### src/rtl/sreg_tx_ctrl.sv
// Parallel-in, serial-out transmitter: shifts an N-bit word out LSB-first, one bit per BIT_CYCLES clocks.
// Latency: handshake at edge k puts bit 0 on sout in cycle k+1; done pulses in cycle k+N*BIT_CYCLES+1 (+BIT_CYCLES with parity).
// Backpressure: start_ready is high only in IDLE; a producer holding start_valid is accepted on the first IDLE edge.
// Optional feature macro: SREG_TX_PARITY_EN appends an even-parity bit after the data bits.
module sreg_tx_ctrl #(
    parameter int N          = 8,
    parameter int BIT_CYCLES = 1
) (
    input  logic         ck,
    input  logic         rst,
    input  logic         start_valid,
    output logic         start_ready,
    input  logic [N-1:0] din,
    input  logic         abort,
    output logic         sout,
    output logic         busy,
    output logic         done
);

    localparam int              BW       = $clog2(N);
    localparam logic [BW-1:0]   BIT_LAST = BW'(N - 1);
    localparam logic [7:0]      PER_LAST = 8'(BIT_CYCLES - 1);

`ifdef SREG_TX_PARITY_EN
    typedef enum logic [1:0] {
        IDLE  = 2'd0,
        SHIFT = 2'd1,
        DONE  = 2'd2,
        PAR   = 2'd3
    } state_t;
`else
    typedef enum logic [1:0] {
        IDLE  = 2'd0,
        SHIFT = 2'd1,
        DONE  = 2'd2
    } state_t;
`endif

    state_t          state, state_n;
    logic [N-1:0]    sreg, sreg_n;
    logic [BW-1:0]   bcnt, bcnt_n;
    logic [7:0]      pcnt, pcnt_n;
    logic            sout_q, sout_n;
`ifdef SREG_TX_PARITY_EN
    logic            par, par_n;
`endif

    // Next-state, datapath and next serial-output decode.
    always_comb begin
        state_n = state;
        sreg_n  = sreg;
        bcnt_n  = bcnt;
        pcnt_n  = pcnt;
`ifdef SREG_TX_PARITY_EN
        par_n   = par;
`endif
        sout_n  = 1'b1;

        case (state)
            IDLE: begin
                // A handshake takes priority over abort, which is meaningless here.
                if (start_valid) begin
                    sreg_n  = din;
                    bcnt_n  = '0;
                    pcnt_n  = '0;
`ifdef SREG_TX_PARITY_EN
                    par_n   = ^din;
`endif
                    state_n = SHIFT;
                end
            end
            SHIFT: begin
                if (abort) begin
                    state_n = IDLE;
                end else if (pcnt == PER_LAST) begin
                    pcnt_n = '0;
                    sreg_n = sreg >> 1;
                    if (bcnt == BIT_LAST) begin
`ifdef SREG_TX_PARITY_EN
                        state_n = PAR;
`else
                        state_n = DONE;
`endif
                    end else begin
                        bcnt_n = bcnt + 1'b1;
                    end
                end else begin
                    pcnt_n = pcnt + 8'd1;
                end
            end
`ifdef SREG_TX_PARITY_EN
            PAR: begin
                if (abort) begin
                    state_n = IDLE;
                end else if (pcnt == PER_LAST) begin
                    pcnt_n  = '0;
                    state_n = DONE;
                end else begin
                    pcnt_n = pcnt + 8'd1;
                end
            end
`endif
            DONE: begin
                state_n = IDLE;
            end
            default: begin
                state_n = IDLE;
            end
        endcase

        // sout is registered, so it is computed from where the FSM is heading.
        case (state_n)
            SHIFT:   sout_n = sreg_n[0];
`ifdef SREG_TX_PARITY_EN
            PAR:     sout_n = par_n;
`endif
            default: sout_n = 1'b1;
        endcase
    end

    // State and datapath registers; reset drives the line idle without a clock.
    always_ff @(posedge ck or posedge rst) begin
        if (rst) begin
            state  <= IDLE;
            sreg   <= '0;
            bcnt   <= '0;
            pcnt   <= '0;
            sout_q <= 1'b1;
`ifdef SREG_TX_PARITY_EN
            par    <= 1'b0;
`endif
        end else begin
            state  <= state_n;
            sreg   <= sreg_n;
            bcnt   <= bcnt_n;
            pcnt   <= pcnt_n;
            sout_q <= sout_n;
`ifdef SREG_TX_PARITY_EN
            par    <= par_n;
`endif
        end
    end

    assign sout        = sout_q;
    assign start_ready = (state == IDLE);
    assign done        = (state == DONE);
`ifdef SREG_TX_PARITY_EN
    assign busy        = (state == SHIFT) || (state == PAR);
`else
    assign busy        = (state == SHIFT);
`endif

endmodule
### config.mk
export PLATFORM = sky130hd
export DESIGN_NAME = sreg_tx_ctrl
export DESIGN_NICKNAME = d
export VERILOG_FILES = /design/src/rtl/sreg_tx_ctrl.sv
export SDC_FILE = /design/constraint.sdc
export NUM_CORES = 1
export LEC_CHECK = 0
export ABC_AREA = 1
export CORE_AREA = 2 2 67 69
export CTS_CLUSTER_SIZE = 10
export DETAILED_ROUTE_END_ITERATION = 6
export DIE_AREA = 0 0 69 71
export PLACE_DENSITY = 0.53
export REMOVE_ABC_BUFFERS = 1
export SLEW_MARGIN = 20
export SYNTH_ARGS = -nofsm -noshare
export SYNTH_HDL_FRONTEND = slang
export SYNTH_SLANG_ARGS = --single-unit
### constraint.sdc
create_clock -name ck -period 3.8 [get_ports ck]
set_input_delay 0.57 -clock ck [delete_from_list [all_inputs] [get_ports ck]]
set_output_delay 0.57 -clock ck [all_outputs]
set_load 0.01 [all_outputs]
==> run summary <==
Yosys attributes the largest share of cell area to sky130_fd_sc_hd__dfrtp_1 (44%), sky130_fd_sc_hd__nand2_1 (18%), sky130_fd_sc_hd__nand3_1 (8.3%). The depth of the worst register-to-register path came out at 9. In this run the vertical extent of the chip is 71 um.

The congestion estimate from routability-driven global placement came to 0.7879. Along the worst hold path, the cell count comes to 2. The largest net degree at the start of global routing came out at 23. The gate count after technology mapping came out at 161. The clock slew at the register clock pins of the worst setup and hold paths came out at 0.08 ns. For this run, the top clock speed supported by timing is 480.8 MHz. The synthesized area per cell is 7.484 um2. After global routing the overflow that remains totals 0. In this run the tightest slew margin relative to its limit is 0.4449. Total power for the finished layout comes to between 500 and 600 uW. The static leakage came out at 0.0007573 uW. The count of distinct cell types in the synthesized netlist came out at 17. The number of antenna violations at the first check in global routing is 0. In this run, synthesis inferred 0 flip-flops with an integrated enable. The fraction of layout instances using a drive strength above 1 is 0.05587. The path class of the tightest hold or removal check is reg2reg. The worst register-to-register path ends at sreg[1]$_DFFE_PP0P_. The startpoint identified for the worst register-to-register timing path is pcnt[0]$_DFFE_PP0P_. The starting density of the core is 0.2866. The commonest cells after synthesis are sky130_fd_sc_hd__nand2_1 (57), sky130_fd_sc_hd__inv_1 (22), sky130_fd_sc_hd__dfrtp_1 (21). The transition time at the pin with the least slew margin is 0.8317 ns. The run finished with clean final reports. The power density over cell area came out at between 300 and 400 nW/um2. The area added between synthesis and finish came out at 20.35%.

The number of global-route vias before repair is 1014. The final period utilization is 0.5473. The hold path endpoint is sreg[7]$_DFFE_PP0P_. The synthesized design contains 22 register bits.

The most used flip-flop cell after synthesis is sky130_fd_sc_hd__dfrtp_1. The count of inserted antenna diode cells came out at 0. The smallest clock period supported by the final layout is computed as 2.080 ns. The via total after detailed routing came out at 1033. The number of buffers between clock root and the deepest sink came out at 2. Setup repair after global routing left no endpoint under its margin.

The area of the core is between 4000 and 5000 um2. The global routing usage summed across all routing layers came out at 0.1093. The largest total area in the synthesized netlist belongs to sky130_fd_sc_hd__dfrtp_1. The maximum resistive drop on vdd is 0.0002069 V. The total count of max-transition violations in the final report was 0.

The netlist area before placement came out at 1205 um2. At the later pin of the worst-skew pair, clock insertion delay measures 0.26 ns. The source of the worst hold timing path is sreg[7]$_DFFE_PP0P_. The endpoint type of the worst setup path is an output port. The overall die area came out at around 4900 um2. The row count is 24. The number of ports placed on the die boundary is 16. The count of nets left with antenna violations once routing finished came out at 0. Data on the critical path arrives at its endpoint at 1.51 ns. The first-pass GRT wire length is 4422 um. In the final design database the tool counted 196 nets. The total length of routed wires came out at ~2400 um. In the synthesized netlist the async set-or-reset flop fraction comes to 1.000. Once detailed placement completed, the half-perimeter wirelength came to between 1500 and 2000 um. After routing, the total negative slack on setup checks comes to 0 ns. The critical path in this run is classified as reg2out.

The first detailed-routing pass ran for 4 iterations. The Yosys warning count is 0. The via density per instance is 4.472. The final routed DRC violation total came out at 0. The first routing iteration left 42 violations. Max-cap violations in this run came to 0. Dividing the detail-routed wire length by the instance count gives 10.24 um. Clock tree synthesis selected as its root buffer the cell sky130_fd_sc_hd__clkbuf_8.

The number of endpoints with negative hold slack in the final report is 0. STA classifies the critical path startpoint as a register. The TritonCTS clock tree is yes. The number of clock sinks is 22. Of the synthesized area, sequential elements account for 0.4579. The setup-violating endpoint count in the final report came out at 0. Of all nets on the critical path, the largest fanout is 7. The deepest level of the CTS H-tree is 1. The total of cells resized after clock tree synthesis is 0. The number of clock buffers added by TritonCTS is 3. During placement, the flow inserted port buffers numbering 15. The worst clock skew is 0.003032 ns.

The number of buffers inserted to repair setup after CTS came out at 0. The required time of the worst setup path is 3.23 ns. After clock tree synthesis, the flow added hold-fix buffers numbering 0. The area share of the largest cell type after synthesis came out at 0.4361. The die outline width is 69 um.

For flop-to-flop paths, the worst setup slack is 2.22 ns. The most frequent cell after synthesis is sky130_fd_sc_hd__nand2_1.
sequential cells by signal (all words and copies together) (netlist names):
register,count
sout,1
bcnt,3
sreg,8
pcnt,8
state,2
layer usage:
| metal | vias to the layer above | wire [um] | GRT usage |
|---|---|---|---|
| li1 | 539 | - | - |
| met1 | 481 | 1183 | 0.1432 |
| met2 | 11 | 1078 | 0.1827 |
| met3 | 2 | 75 | 0.02279 |
| met4 | 0 | 27 | 0.03268 |
| met5 | - | 0 | 0 |
cell type report:
cell class              count  area (um2)
clock buffers               4       45.04
flip-flops and latches     22       551.8
well taps                  52       65.06
inverters                  23       86.33
multi-input cells         115       551.8
repair buffers             15       150.1
fillers                   474        2754
critical path: stages, from the launching register on:
cell	delay (ns)
sky130_fd_sc_hd__dfrtp_1	0.39
sky130_fd_sc_hd__inv_1	0.08
sky130_fd_sc_hd__nor2_4	0.20
sky130_fd_sc_hd__clkdlybuf4s50_1	0.58
worst max path at each step:
| stage | slack, ns | end | from |
|---|---|---|---|
| after floorplan | 2.46 | sreg[1]$_DFFE_PP0P_ | pcnt[0]$_DFFE_PP0P_ |
| after global placement | 1.99 | busy | state[0]$_DFF_PP0_ |
| after detailed placement | 1.99 | busy | state[0]$_DFF_PP0_ |
| after CTS | 1.70 | busy | state[0]$_DFF_PP0_ |
| after global routing | 1.63 | busy | state[0]$_DFF_PP0_ |
| final | 1.72 | busy | state[0]$_DFF_PP0_ |
through the flow:
stage / setup WS (ns) / utilization / area (um2) / hold slack [ns] / std cells
after floorplan: 2.456 / - / 1190 / 0.4427 / 160
after global placement: 1.993 / 0.3342 / 1405 / 0.4583 / 227
after detailed placement: 1.990 / 0.3342 / 1405 / 0.4614 / 227
after CTS: 1.701 / 0.3449 / 1450 / 0.4811 / 231
after global routing: 1.630 / 0.3449 / 1450 / 0.4981 / 231
final: 1.720 / 0.3449 / 1450 / 0.4784 / 231
power by group:
group          leakage [uW]  internal, uW  switching, uW  total [uW]
registers          0.000287           274           20.2         294
logic              0.000447          54.3           73.4         128
clock network     0.0000228          74.6           73.4         148
cell families (layout without fill, tap and decap cells):
kind of cell	after synthesis	count (layout)	synth area share
simple gates	105	105	0.3884
buf+inv	24	42	0.08411
flops	22	22	0.4579
compound gates	5	5	0.02077
fa+ha+maj	4	4	0.04154
xor+xnor	1	1	0.007270
cells in the final DEF (no fill, tap or decap):
| master | n |
|---|---|
| sky130_fd_sc_hd__nand2_4 | 2 |
| sky130_fd_sc_hd__a21oi_1 | 3 |
| sky130_fd_sc_hd__clkbuf_1 | 1 |
| sky130_fd_sc_hd__xnor2_1 | 1 |
| sky130_fd_sc_hd__nand3_1 | 20 |
| sky130_fd_sc_hd__dfrtp_1 | 21 |
| sky130_fd_sc_hd__o21ai_0 | 2 |
| sky130_fd_sc_hd__nor3_1 | 1 |
| sky130_fd_sc_hd__dfstp_2 | 1 |
| sky130_fd_sc_hd__nand4_1 | 6 |
| sky130_fd_sc_hd__nor2_4 | 2 |
| sky130_fd_sc_hd__nor2_1 | 16 |
| sky130_fd_sc_hd__ha_1 | 4 |
| sky130_fd_sc_hd__inv_2 | 1 |
| sky130_fd_sc_hd__inv_1 | 22 |
| sky130_fd_sc_hd__clkbuf_8 | 3 |
| sky130_fd_sc_hd__clkdlybuf4s50_1 | 15 |
| sky130_fd_sc_hd__nand2_2 | 1 |
| sky130_fd_sc_hd__nand2_1 | 57 |
(Power assumes the default switching activity.)
